**config.mk**
```make
export PLATFORM = sky130hd
export DESIGN_NAME = mestpro_sequencer
export DESIGN_NICKNAME = d
export VERILOG_FILES = /design/src/rtl/mestpro_pkg.sv /design/src/rtl/mestpro_prog_buf.sv /design/src/rtl/mestpro_sequencer.sv
export SDC_FILE = /design/constraint.sdc
export NUM_CORES = 1
export LEC_CHECK = 0
export BUFFER_PORTS_ARGS = -buffer_cell sky130_fd_sc_hd__buf_2
export CORE_UTILIZATION = 38
export CTS_CLUSTER_SIZE = 12
export DETAILED_ROUTE_END_ITERATION = 10
export REMOVE_ABC_BUFFERS = 1
export SETUP_SLACK_MARGIN = 0.4
export SLEW_MARGIN = 20
export SYNTH_ARGS = -nofsm -noshare
export SYNTH_HDL_FRONTEND = slang
export SYNTH_HIERARCHICAL = 1
export SYNTH_SLANG_ARGS = --single-unit
```
**constraint.sdc**
```tcl
create_clock -name CLK -period 8.25 [get_ports CLK]
set_input_delay 0.825 -clock CLK [delete_from_list [all_inputs] [get_ports CLK]]
set_output_delay 0.825 -clock CLK [all_outputs]
set_load 0.02 [all_outputs]
```
**src/rtl/mestpro_pkg.sv**
```systemverilog
// Shared opcode constants, sequencer state encoding and opcode legality check
// for the MestPro accumulator core and its program sequencer.
package mestpro_pkg;

   localparam logic [7:0] OP_NOP  = 8'h00;
   localparam logic [7:0] OP_LOAD = 8'h01;
   localparam logic [7:0] OP_ADD  = 8'h02;
   localparam logic [7:0] OP_SUB  = 8'h03;
   localparam logic [7:0] OP_AND  = 8'h04;
   localparam logic [7:0] OP_OR   = 8'h05;
   localparam logic [7:0] OP_XOR  = 8'h06;
   localparam logic [7:0] OP_OUT  = 8'h07;
   localparam logic [7:0] OP_HALT = 8'hFF;

   typedef enum logic [1:0] {StIdle, StRun, StDrain, StFinish} state_e;

   function automatic logic is_legal(input logic [7:0] op);
      return (op <= OP_OUT) || (op == OP_HALT);
   endfunction

endpackage

```
**src/rtl/mestpro_prog_buf.sv**
```systemverilog
// Program buffer: DEPTH x 16-bit words {opcode, operand}, appended at count,
// synchronous write, asynchronous read. Only count is reset.
module mestpro_prog_buf #(
   parameter int unsigned DEPTH  = 16,
   parameter int unsigned ADDR_W = $clog2(DEPTH)
) (
   input  logic              CLK,
   input  logic              RESET,
   input  logic              clear_i,
   input  logic              wr_en_i,
   input  logic [15:0]       wr_data_i,
   input  logic [ADDR_W-1:0] rd_addr_i,
   output logic [15:0]       rd_data_o,
   output logic [ADDR_W:0]   count_o,
   output logic              full_o
);

   localparam logic [ADDR_W:0] DepthCnt = (ADDR_W + 1)'(DEPTH);

   logic [15:0]       mem_q [DEPTH];
   logic [ADDR_W:0]   count_q, count_d;
   logic [ADDR_W-1:0] wr_ptr;
   logic              do_wr;

   // Words are only ever appended, so the write pointer is the low bits of count.
   assign wr_ptr  = count_q[ADDR_W-1:0];
   assign full_o  = (count_q == DepthCnt);
   assign count_o = count_q;
   assign do_wr   = wr_en_i && !full_o && !clear_i;

   always_comb begin
      count_d = count_q;
      if (clear_i) begin
         count_d = '0;
      end else if (do_wr) begin
         count_d = count_q + 1'b1;
      end
   end

   always_ff @(posedge CLK or negedge RESET) begin
      if (!RESET) begin
         count_q <= '0;
      end else begin
         count_q <= count_d;
      end
   end

   always_ff @(posedge CLK) begin
      if (do_wr) begin
         mem_q[wr_ptr] <= wr_data_i;
      end
   end

   assign rd_data_o = mem_q[rd_addr_i];

endmodule

```
**src/rtl/mestpro_sequencer.sv**
```systemverilog
// Program sequencer for the MestPro core: loads (opcode, operand) words from the
// host, issues one per cycle on START and captures the core output after each OUT.
module mestpro_sequencer
   import mestpro_pkg::*;
#(
   parameter int unsigned DEPTH  = 16,
   parameter int unsigned ADDR_W = $clog2(DEPTH)
) (
   input  logic       CLK,
   input  logic       RESET,
   input  logic       CLEAR,
   input  logic       LOAD_VALID,
   input  logic [7:0] LOAD_OPCODE,
   input  logic [7:0] LOAD_OPERAND,
   output logic       LOAD_READY,
   input  logic       START,
   output logic       BUSY,
   output logic       DONE,
   output logic       ERROR,
   output logic [7:0] INSTRUCTION,
   output logic [7:0] IN_DATA,
   input  logic [7:0] CORE_OUT,
   output logic [7:0] RESULT,
   output logic       RESULT_VALID
);

   state_e            state_q, state_d;
   logic [ADDR_W:0]   pc_q, pc_d, fetch_addr, count;
   logic [7:0]        instr_q, instr_d, data_q, data_d, result_q, result_d;
   logic [7:0]        fetch_op, fetch_arg;
   logic [15:0]       rd_data;
   logic [1:0]        out_sr_q, out_sr_d;
   logic              error_q, error_d, drain_q, drain_d;
   logic              fetch, full, buf_clear, buf_wr;

   mestpro_prog_buf #(
      .DEPTH  (DEPTH),
      .ADDR_W (ADDR_W)
   ) u_prog_buf (
      .CLK       (CLK),
      .RESET     (RESET),
      .clear_i   (buf_clear),
      .wr_en_i   (buf_wr),
      .wr_data_i ({LOAD_OPCODE, LOAD_OPERAND}),
      .rd_addr_i (fetch_addr[ADDR_W-1:0]),
      .rd_data_o (rd_data),
      .count_o   (count),
      .full_o    (full)
   );

   // The word fetched on the START edge is entry 0, so it appears on the bus at t+1.
   assign fetch_addr = (state_q == StRun) ? pc_q : '0;
   assign fetch_op   = rd_data[15:8];
   assign fetch_arg  = rd_data[7:0];

   always_ff @(posedge CLK or negedge RESET) begin
      if (!RESET) begin
         state_q  <= StIdle;
         pc_q     <= '0;
         drain_q  <= 1'b0;
         instr_q  <= '0;
         data_q   <= '0;
         error_q  <= 1'b0;
         out_sr_q <= '0;
         result_q <= '0;
      end else begin
         state_q  <= state_d;
         pc_q     <= pc_d;
         drain_q  <= drain_d;
         instr_q  <= instr_d;
         data_q   <= data_d;
         error_q  <= error_d;
         out_sr_q <= out_sr_d;
         result_q <= result_d;
      end
   end

   always_comb begin
      state_d = state_q;
      pc_d    = pc_q;
      drain_d = drain_q;
      instr_d = '0;
      data_d  = '0;
      error_d = error_q;
      fetch   = 1'b0;
      unique case (state_q)
         StIdle: begin
            if (START) begin
               error_d = 1'b0;
               pc_d    = '0;
               if (count == '0) state_d = StFinish;
               else             fetch   = 1'b1;
            end
         end
         StRun: begin
            if (pc_q == count) state_d = StDrain;
            else               fetch   = 1'b1;
         end
         StDrain: begin
            drain_d = !drain_q;
            if (drain_q) state_d = StFinish;
         end
         StFinish: state_d = StIdle;
         default:  state_d = StIdle;
      endcase
      if (fetch) begin
         if (fetch_op == OP_HALT) begin
            state_d = StDrain;
         end else if (!is_legal(fetch_op)) begin
            state_d = StDrain;
            error_d = 1'b1;
         end else begin
            state_d = StRun;
            instr_d = fetch_op;
            data_d  = (fetch_op == OP_LOAD) ? fetch_arg : 8'h00;
            pc_d    = fetch_addr + 1'b1;
         end
      end
      // Core updates OUT_DATA at the end of the issue cycle; sample one cycle later.
      out_sr_d = {out_sr_q[0], instr_q == OP_OUT};
      result_d = out_sr_q[0] ? CORE_OUT : result_q;
   end

   always_comb begin
      BUSY       = (state_q == StRun) || (state_q == StDrain);
      DONE       = (state_q == StFinish);
      LOAD_READY = (state_q == StIdle) && !full;
      buf_clear  = (state_q == StIdle) && CLEAR;
      buf_wr     = LOAD_VALID && LOAD_READY && !CLEAR;
   end

   assign INSTRUCTION  = instr_q;
   assign IN_DATA      = data_q;
   assign ERROR        = error_q;
   assign RESULT       = result_q;
   assign RESULT_VALID = out_sr_q[1];

endmodule

```
---- Word-level counts from Yosys, hierarchy flattened ----
Memories as Yosys holds them, arrays and structs flattened.
Index checks and enable logic that the tools add are counted.
operators by class
  shifts and indexed selects .............. 0
  multiplexer cells ....................... 34
  $add $sub $neg .......................... 2
  magnitude comparators ................... 1
  bitwise logic cells ..................... 0
  div/mod/pow operators ................... 0
  eq/ne operators ......................... 12
  reduce and logical (&&, ||, !) cells .... 16
  multiply operators ...................... 0
operators with widths
  cell                                                                      count
  8-bit 2-to-1 mux                                                          7
  5-bit 2-to-1 mux                                                          8
  2-bit 2-to-1 mux                                                          7
  5-bit by 1-bit adder with 5-bit output (second input constant)            2
  1-bit 2-to-1 mux                                                          10
  3-bit inequality test (second input constant)                             3
  8-bit by 1-bit equality test with 1-bit output (second input constant)    1
  8-bit by 3-bit equality test with 1-bit output (second input constant)    1
  8-bit equality test (second input constant)                               1
  8-bit by 3-bit <= comparator with 1-bit output (second input constant)    1
  2-bit case mux with 4 select lines                                        1
  1-bit logical AND                                                         6
  5-bit equality test                                                       1
  5-bit equality test (second input constant)                               1
  5-bit logical NOT                                                         1
  2-bit equality test (second input constant)                               2
  1-bit logical NOT                                                         4
  4-bit AND reduction                                                       1
  3-bit by 2-bit inequality test with 1-bit output (second input constant)  1
  2-bit by 1-bit equality test with 1-bit output (second input constant)    1
  2-bit logical NOT                                                         1
  1-bit logical OR                                                          2
  1-bit case mux with 2 select lines                                        1
  2-bit nonzero test                                                        1
storage, ports and cells
  output and inout bits ................... 29
  input port bits ......................... 29
  RAM bits ................................ 256
  register bits ........................... 40
  word-level logic and storage cells ...... 75
  bits in latches ......................... 0
  memories ................................ 1
  memory bits (read-only) ................. 0
memory list
  memory            depth  width  rd ports  clocked after memory_dff  write ports  RTL line                RTL
  u_prog_buf.mem_q  16     16     1         0                         1            mestpro_prog_buf.sv:20  logic [15:0] mem_q [DEPTH];

---- Logic depth before layout (Yosys ltp) ----
Gate-level depths: netlist of the first run.
  depth in word-level cells ............... 9
  depth in mapped cells ................... 15
  gate-level depth less buffers ........... 12

---- Modules after synthesis ----
The synthesis of the first run kept the hierarchy.
modules (own cells, without submodules)
  module             cells each  sequential area each (sq um)  area an instance (sq um)  instances
  mestpro_prog_buf   455         7812.5                        10077.2                   1
  mestpro_sequencer  130         875.8                         1579.0                    1

---- Worst setup path after synthesis of the first run ----
No wires, ideal clock.
  path kind ............................... register -> register
  start point ............................. reg u_prog_buf.count_q[0] (netlist: u_prog_buf/count_o[0])
  end point ............................... mem u_prog_buf.mem_q[1][0], enable pin
  buffers on the path ..................... 1
  clock period less this slack ............ 3891 ps
  data required time ...................... 7820 ps
  slack ................................... 4359 ps
  cell stages (with the launch flop) ...... 10
  arrival ................................. 3461 ps
  library setup time ...................... 430 ps
  path through ............................ dfrtp_1 -> inv_1 -> ha_1 -> nand4bb_1 -> inv_1 -> nor2b_1 -> and3b_1 -> buf_2 -> inv_1 -> nor4_1
on the way
  word-level cells in the longest chain between the ends .. 9
ends and longest elaborated chain
  what                                    RTL line                  RTL
  start, declared                         mestpro_prog_buf.sv:21    logic [ADDR_W:0] count_q, count_d;
  start signal, assigned                  mestpro_prog_buf.sv:44    count_q <= count_d;
  5-bit equality test                     mestpro_prog_buf.sv:27    assign full_o = (count_q == DepthCnt);
  via full                                mestpro_sequencer.sv:34   logic fetch, full, buf_clear, buf_wr;
  1-bit logical NOT                       mestpro_sequencer.sv:127  LOAD_READY = (state_q == StIdle) && !full;
  1-bit logical AND                       mestpro_sequencer.sv:127
  via LOAD_READY                          mestpro_sequencer.sv:15   output logic LOAD_READY,
  1-bit logical AND (2 in a row)          mestpro_sequencer.sv:129  buf_wr = LOAD_VALID && LOAD_READY && !CLEAR;
  via buf_wr                              mestpro_sequencer.sv:34
  1-bit logical AND (2 in a row)          mestpro_prog_buf.sv:29    assign do_wr = wr_en_i && !full_o && !clear_i;
  1-bit 2-to-1 mux                        mestpro_prog_buf.sv:49    if (do_wr) begin
  1-bit 2-to-1 mux (not written as such)  mestpro_prog_buf.sv:50    mem_q[wr_ptr] <= wr_data_i;
  end, declared                           mestpro_prog_buf.sv:20
The timed path passes the listed nets, and every way through them passes these cells.

---- Final worst setup path of the first run ----
  start point ............................. reg state_q[1]
  end point ............................... reg data_q[3] (netlist: IN_DATA[3])
on the way
  word-level cells in the longest chain between the ends .. 8
  elaborated cells between the ends (all ways) .. 13
  those cells by class .................... 1 x order compare; 3 x eq/ne; 6 x mux; 2 x reduce/logical; 1 x memory
ends and longest elaborated chain
  what                                                                    RTL line                                     RTL
  start, declared                                                         mestpro_sequencer.sv:27                      state_e state_q, state_d;
  start signal, assigned                                                  mestpro_sequencer.sv:58                      state_q <= StIdle;
  start signal, assigned                                                  mestpro_sequencer.sv:67                      state_q <= state_d;
  2-bit by 1-bit equality test with 1-bit output (*)                      mestpro_sequencer.sv:52                      assign fetch_addr = (state_q == StRun) ? pc_q : '0;
  5-bit 2-to-1 mux (*)                                                    mestpro_sequencer.sv:52
  via fetch_addr[0]                                                       mestpro_sequencer.sv:28                      logic [ADDR_W:0] pc_q, pc_d, fetch_addr, count;
  memory 16 x 16 bit (*)                                                  n/a
  via rd_data[10]                                                         mestpro_sequencer.sv:31                      logic [15:0] rd_data;
  8-bit by 3-bit <= comparator with 1-bit output (tied with other cells)  mestpro_pkg.sv:18                            return (op <= OP_OUT) || (op == OP_HALT);
  1-bit logical OR / 8-bit 2-to-1 mux (equally long branches)             mestpro_pkg.sv:18, mestpro_sequencer.sv:115
  8-bit 2-to-1 mux                                                        mestpro_sequencer.sv:109                     end else if (!is_legal(fetch_op)) begin
  8-bit 2-to-1 mux (*)                                                    mestpro_sequencer.sv:107                     if (fetch_op == OP_HALT) begin
  8-bit 2-to-1 mux (*)                                                    mestpro_sequencer.sv:106                     if (fetch) begin
  via data_d[3]                                                           mestpro_sequencer.sv:29                      logic [7:0] instr_q, instr_d, data_q, data_d, result_q, result_d;
  end signal, assigned                                                    mestpro_sequencer.sv:71                      data_q <= data_d;
  end, declared                                                           mestpro_sequencer.sv:29
Mark *: on every way through the listed nets, which the timed path passes. The rest lies on a longest branch.
A chain may end at the register's enable or synchronous reset.

==> results by group, run 1 <==
Critical path
  • Critical Path RT: 8.72 ns
  • Category of the worst setup path capture point: flip-flop
  • Highest net fanout along the worst path: 41
  • CP dominant cell by count: sky130_fd_sc_hd__nand2_1
  • Delay of the slowest cell on the worst path: 0.74 ns
  • Max stage delay cell, worst path: sky130_fd_sc_hd__buf_4
  • Setup Crit Path Kind: reg -> reg
  • Kind of start point of the critical path: flip-flop
  • Crit-path leading delay family: buffers and inverters
  • Arrival @ worst endpoint: a little over 5 ns
  • Cell-by-cell trace of the critical path: inv_1 -> ha_1 -> nand2_1 -> clkinv_2 -> buf_4 -> mux4_2 -> a22oi_1 -> nand2_1 -> or2_2 -> a2111oi_4 -> and2_1
  • CP bufs+invs: 3

Cells and area
  • Antenna fix cells: 0
  • Footprint of the multi-input gates: between 0.002 and 0.003 mm^2
  • Sequential Area: 0.00869 mm^2
  • Synth-to-Final Area Change: 15.1%
  • Design area: 0.0134 mm^2
  • Finished Core Util: roughly 45%
  • Fill cells: approximately 2500
  • Most frequent cells in the layout: 256 x sky130_fd_sc_hd__edfxtp_1, 57 x sky130_fd_sc_hd__buf_2, 54 x sky130_fd_sc_hd__mux4_2
  • Most common library cell in the layout ignoring fill and taps: sky130_fd_sc_hd__edfxtp_1
  • Layout Nets: 710
  • Share of layout cells above drive strength 1: between 20% and 30%

Floorplan
  • Overall die height: approximately 180 um
  • Full die area: about 0.031 mm^2
  • Standard-cell row count: 63
  • Area of the core: 0.0299 mm^2
  • Die boundary width: roughly 180 um
  • Count of boundary I/O pins: 58
  • Initial cell density of the core: between 30 and 40%

Clock network
  • CTS tree: yes
  • Post-CTS setup buffer count: 0
  • Number of buffers created by CTS: 30
  • Clock-pin slew of the registers on the worst-case setup and hold paths: 0.06 ns
  • H-tree lvl count: 1
  • Cells resized by post-CTS repair: 0
  • Largest buffer count on any clock path: 3
  • Clock sink count: slightly below 300
  • Clock root cell: sky130_fd_sc_hd__clkbuf_16
  • Quantity of hold-fixing buffers added after cts: 0
  • Clock latency on the worst-skew pair: roughly 0.55 ns

STA
  • Hold slack final: between 0.4 and 0.5 ns
  • Unrepaired setup endpoints after global routing: no
  • Max Slew Vio Count: 0
  • Final cycle utilization of the critical path: a little under three fifths
  • Final hold viol count: 0
  • Total of endpoints with negative setup slack in the final report: 0
  • Max Clock Freq: roughly 220 MHz
  • Worst slew pin tran: between 1 and 1.5 ns
  • Setup tns final: 0 ns
  • Max_slew headroom: between 20% and 30%
  • Final worst clock skew: approximately 0.016 ns
  • Final Critical Period: approximately 4.6 ns

Pwr
  • Ratio of total power to cell area: about 240 mW/mm^2
  • Maximum resistive drop on vdd: 0.000134 V
  • Leakage: 4.59 nW

Status
  • Run status: completed

Place
  • Routability Congestion: roughly 0.76
  • DP Wirelength: roughly 14000 um
  • Placed Instance Area: approximately 0.012 mm^2
  • Total of buffers placed on input and output ports: 57

Detailed routing
  • DRC errors left: 0
  • Detail Route Antenna Nets: 0
  • Drt first pass iters: 5
  • 1st-iter DRT viols: about 560
  • Routed via count: about 6000
  • Routed length per placed instance: roughly 23 um
  • Total Routed Length: between 20000 and 30000 um
  • Via density per instance: around 5.4

Synth
  • Post-synth top area share: 66.0%
  • Biggest area consumer among synthesized cells: sky130_fd_sc_hd__edfxtp_1
  • Top FF cell, synth: sky130_fd_sc_hd__edfxtp_1
  • Synth Area per Inst: between 15 and 20 um^2
  • Synthesized netlist cell count: roughly 590
  • Number of synthesis warnings: 6
  • Post-synthesis async set-or-reset flop share: 13.5%
  • Number of flops mapped to enable cells by yosys: about 260
  • Number of library cell types mapped by synthesis: 48
  • Cell area after synthesis: between 0.01 and 0.015 mm^2
  • Part of the Yosys area used for sequential elements: approximately 75%
  • Seq cells post-synth: 296
  • Dominant cells by area after synthesis: sky130_fd_sc_hd__edfxtp_1 66%, sky130_fd_sc_hd__mux4_2 10%, sky130_fd_sc_hd__dfrtp_1 8.6%

Global route
  • Antenna violations before repair: 0
  • Maximum number of pins on one net before global-route repair: 66
  • Total track usage: 16.4%
  • Global-route wire length before repair: around 38000 um
  • Overflow left after global routing: 0
  • Vias in the first global route: 5988

Min path
  • Min-delay worst type: in -> async

Job
  • Max_cap viols: 0
## logic make-up after synthesis
kind of cell,Yosys count,share of synthesized area (%)
flops,296,74.5
simple gates,101,4.63
mux,74,13.7
compound gates,56,3.67
buf+inv,37,1.65
fa+ha+maj,10,1.07
xor+xnor,10,0.751
other cells,1,0.0322
## cell usage after synthesis, drive strengths merged, types with 7 or more instances
cell and instances:
nand2 23, clkbuf 7, dfrtp 40, edfxtp 256
buf 20, mux2 10, a21oi 8, ha 10
nor2 15, inv 10, mux4 64, nand3 11
a22oi 32, and2 18, nor3 8
## routing by layer
metal	global-route usage, %	share of wire (%)	up-vias
met5	0	0	-
met4	5.64	2.8	0
met3	2.66	5.9	47
met2	26.5	48	193
met1	22.5	43	3061
li1	-	-	2541
## path summary, 6_finish.rpt
kind	start	end	slack, ns	cells past startpoint
worst max register to register	state_q[1]$_DFFE_PN0P_	IN_DATA[3]$_DFF_PN0_	3.64	11
worst min register to register	drain_q$_DFFE_PN0P_	drain_q$_DFFE_PN0P_	0.48	1
worst max-delay path	state_q[1]$_DFFE_PN0P_	IN_DATA[3]$_DFF_PN0_	3.64	11
max in group asynchronous	RESET	RESULT[4]$_DFFE_PN0P_	7.20	1
worst min-delay path	RESET	u_prog_buf/count_o[2]$_DFFE_PN0P_	0.41	1
min in group CLK	drain_q$_DFFE_PN0P_	drain_q$_DFFE_PN0P_	0.48	1
## sequential cells by signal (all words and copies together), names as in the netlist
signal and count:
ERROR 1, INSTRUCTION 8, IN_DATA 8, RESULT 8, drain_q 1, out_sr_q 2, pc_q 5, state_q 2
u_prog_buf/count_o 5, u_prog_buf/mem_q 256
## where the power goes
part / switching [W] / leakage [nW] / internal (W)
Clock: 0.000533 / 0.454 / 0.000744
Combinational: 0.000139 / 1.30 / 0.0000887
Sequential: 0.0000226 / 2.84 / 0.00165
## metrics by stage
| step | std cells | total power (W) | setup WS, ns |
|---|---|---|---|
| after floorplan | 562 | 0.00186 | 3.30 |
| after global placement | 1029 | 0.00192 | 3.72 |
| after detailed placement | 1029 | 0.00193 | 3.63 |
| after CTS | 1085 | 0.00320 | 3.58 |
| after global routing | 1085 | 0.00328 | 3.23 |
| final | 1085 | 0.00318 | 3.64 |
## layout make-up
class / instances / area share (%)
clock inverter: 4 / 0.140
clock buffer: 52 / 6.81
inverter: 10 / 0.289
multi-input combinational: 256 / 21.1
timing repair buffer: 77 / 3.24
sequential: 296 / 64.7
tap: 390 / 3.64
No activity file was read; power rests on OpenSTA's default activity.
==> run 2, diff against run 1 <==
==> constraint.sdc (replaced) <==
create_clock -name CLK -period 4.35 [get_ports CLK]
set_input_delay 0.435 -clock CLK [delete_from_list [all_inputs] [get_ports CLK]]
set_output_delay 0.435 -clock CLK [all_outputs]
set_load 0.02 [all_outputs]
==> run 2 against run 1 <==
  * Highest routed layer unchanged
  * Clock power up 87%
  * Critical endpoint is now IN_DATA[4]$_DFF_PN0_
  * Total power increased by 89%
  * Critical path depth stayed put
  * Register-to-register slack got worse by 2.9 ns
  * Worst hold slack lost 0.38 ns
==> results by group, run 2 (synthesis gave the netlist of run 1 again) <==
Critical path
  • Critical path depth: 11 (unchanged)
  • Arrival @ worst endpoint: 4.08 ns (-1.01 ns)
  • Depth of the worst register-to-register path: 11 (unchanged)
  • Highest net fanout along the worst path: 20 (-51%)
  • Category of the worst setup path capture point: flip-flop
  • Critical Path RT: 4.82 ns (-3.90 ns)
  • Kind of start point of the critical path: flip-flop
  • CP bufs+invs: 2 (-1)
  • Cell-by-cell trace of the critical path: inv_1 -> ha_2 -> and2_2 -> mux4_2 -> a22oi_1 -> nand2_1 -> nor3_1 -> nand2_1 -> a2111oi_4 -> buf_4 -> and2_1
  • CP dominant cell by count: sky130_fd_sc_hd__nand2_1
  • Max stage delay cell, worst path: sky130_fd_sc_hd__and2_2
  • Crit-path leading delay family: simple AND/OR/NAND/NOR gates
  • Setup Crit Path Kind: reg -> reg
  • Delay of the slowest cell on the worst path: 0.55 ns (-0.19 ns)

Pwr
  • Leakage: 4.63 nW (+0.89%)
  • Ratio of total power to cell area: 445 mW/mm^2 (+88%)
  • Combinational group share of total power: 7.3% (about the same)
  • Share of power burned in the clock network: 39.8% (-0.4 points)
  • Reported net switching power: 0.00129 W (+86%)
  • Sequential group share of total power: 52.9% (+0.2 points)
  • Sum of internal, switching and leakage power: 0.00601 W (+89%)
  • Maximum resistive drop on vdd: 0.000297 V (+120%)
  • Total internal power: 0.00471 W (+90%)
  • Fraction of power spent switching nets: 21.6% (-0.29 points)

Clock network
  • Clock root cell: sky130_fd_sc_hd__clkbuf_16
  • CTS tree: yes
  • H-tree lvl count: 1 (unchanged)
  • Largest buffer count on any clock path: 3 (unchanged)
  • Quantity of hold-fixing buffers added after cts: 0 (unchanged)
  • Clock sink count: 296 (unchanged)
  • Number of buffers created by CTS: 30 (unchanged)
  • Clock latency on the worst-skew pair: 0.54 ns (about the same)
  • Clock-pin slew of the registers on the worst-case setup and hold paths: 0.06 ns (about the same)

Detailed routing
  • Total Routed Length: 25300 um (about the same)
  • Routed length per placed instance: 23.1 um (-0.87%)
  • Routed via count: 5898 (+0.96%)
  • Drt first pass iters: 5 (unchanged)
  • DRC errors left: 0 (unchanged)
  • 1st-iter DRT viols: 457 (-18%)
  • Via density per instance: 5.39 (about the same)
  • Detail Route Antenna Nets: 0 (unchanged)

Cells and area
  • Layout Nets: 720 (+1.4%)
  • Most common library cell in the layout ignoring fill and taps: sky130_fd_sc_hd__edfxtp_1
  • Share of layout cells above drive strength 1: 29.2% (+0.59 points)
  • Antenna fix cells: 0 (unchanged)
  • Design area: 0.0135 mm^2 (+0.53%)
  • Register name with the most flops: u_prog_buf/mem_q
  • Max FFs per register: 256 (unchanged)
  • Synth-to-Final Area Change: 15.8%
  • Most frequent cells in the layout: 256 x sky130_fd_sc_hd__edfxtp_1, 57 x sky130_fd_sc_hd__buf_2, 54 x sky130_fd_sc_hd__mux4_2

Min path
  • Min-delay worst type: in -> async

STA
  • Max Slew Vio Count: 0 (unchanged)
  • Total of endpoints with negative setup slack in the final report: 0 (unchanged)
  • Max_slew headroom: 28.8% (+0.72 points)
  • Unrepaired setup endpoints after global routing: no
  • Final worst clock skew: 0.0145 ns (-0.00116 ns)
  • Final cycle utilization of the critical path: 82.9% (+27 points)
  • Final Critical Period: 3.61 ns (-1.01 ns)
  • Max Clock Freq: 277 MHz (+28%)
  • Worst slew pin tran: 1.07 ns (-0.0109 ns)
  • Final hold viol count: 0 (unchanged)

Place
  • Routability Congestion: 0.759 (-0.39%)
  • Placed Instance Area: 0.0126 mm^2 (+0.58%)
  • Total of buffers placed on input and output ports: 57 (unchanged)
  • DP Wirelength: 14700 um (+2.1%)

Global route
  • Overflow left after global routing: 0 (unchanged)
  • Antenna violations before repair: 0 (unchanged)
  • Vias in the first global route: 6117 (+2.2%)
  • Total track usage: 16.4% (+0.025 points)
  • Global-route wire length before repair: 37700 um (+0.50%)
  • Maximum number of pins on one net before global-route repair: 41 (-38%)

Floorplan
  • Die boundary width: 177 um (unchanged)
  • Initial cell density of the core: 39.0% (unchanged)
  • Standard-cell row count: 63 (unchanged)
  • Full die area: 0.0314 mm^2 (unchanged)
  • Overall die height: 177 um (unchanged)
  • Area of the core: 0.0299 mm^2 (unchanged)
  • Count of boundary I/O pins: 58 (unchanged)

Job
  • Max_cap viols: 0 (unchanged)

Status
  • Run status: completed
[run 2: cell count changes in the layout (fill, tap and decap cells not counted)]
cell / delta
sky130_fd_sc_hd__buf_4: +9
sky130_fd_sc_hd__clkbuf_8: -4
sky130_fd_sc_hd__clkbuf_1: +2
sky130_fd_sc_hd__buf_12: +1
sky130_fd_sc_hd__bufinv_16: +1
sky130_fd_sc_hd__clkinv_1: +1
sky130_fd_sc_hd__clkinv_4: +1
sky130_fd_sc_hd__ha_1: -1
sky130_fd_sc_hd__ha_2: +1
sky130_fd_sc_hd__inv_4: -1
sky130_fd_sc_hd__nor2_1: +1
sky130_fd_sc_hd__nor2_4: -1
[run 2: final timing paths]
path / slack, ns / end / from
max: 0.74 / IN_DATA[4]$_DFF_PN0_ / state_q[1]$_DFFE_PN0P_
max in group asynchronous: 3.72 / IN_DATA[1]$_DFF_PN0_ / RESET
min in group CLK: 0.13 / RESULT[3]$_DFFE_PN0P_ / CORE_OUT[3]
min: 0.03 / u_prog_buf/count_o[2]$_DFFE_PN0P_ / RESET
min reg2reg: 0.49 / drain_q$_DFFE_PN0P_ / drain_q$_DFFE_PN0P_
max reg2reg: 0.74 / IN_DATA[4]$_DFF_PN0_ / state_q[1]$_DFFE_PN0P_
[run 2: per-stage QoR]
stage	utilization, %	setup slack (ns)	setup TNS, ns	instances	hold slack [ns]
2_1_floorplan	-	-0.598	-9.07	562	0.139
3_3_place_gp	42.0	0.541	0	1038	0.457
3_5_place_dp	42.0	0.354	0	1038	0.457
4_1_cts	45.1	0.446	0	1094	0.0600
5_1_grt	45.2	0.453	0	1095	0.107
6_report	45.2	0.743	0	1095	0.0336
[run 2: worst reg2reg max path, delay by kind of cell (launching register included)]
family | cells | cell delay (ns)
multiplexers | 1 | 0.39
flip-flops | 1 | 0.42
adder cells (fa/ha/maj) | 1 | 0.32
buffers and inverters | 2 | 0.34
AND/OR/NAND/NOR | 5 | 1.47
AO/OA/AOI/OAI | 2 | 0.60
[run 2: final cells by class]
class,count,area (um^2)
flip-flops and latches,296,8690
clock inverters,6,51.3
multi-input cells,256,2830
inverters,10,42.5
clock buffers,50,867
repair buffers,87,523
well taps,390,488
fillers,2545,16400
[run 2: timing repair]
action                                  in CTS  in global routing
setup buffers                                0                  1
pin swaps                                    1                  1
endpoints found under the setup margin       7                  8
resized for setup                            1                  1
[run 2: routing by layer]
| layer | global-route usage, % | routed length (um) | up-vias |
|---|---|---|---|
| met3 | 2.23 | 1250 | 45 |
| met1 | 22.4 | 11000 | 3075 |
| met4 | 5.03 | 639 | 0 |
| met5 | 0 | 0 | - |
| li1 | - | - | 2574 |
| met2 | 27.4 | 12300 | 204 |
[run 2: power groups by stage]
stage	combinational [W]	sequential (W)	clock (W)
6_report	0.000441	0.00318	0.00239
3_3_place_gp	0.000419	0.00323	0
5_1_grt	0.000490	0.00318	0.00256
3_5_place_dp	0.000440	0.00323	0
2_1_floorplan	0.000287	0.00323	0
4_1_cts	0.000444	0.00317	0.00245
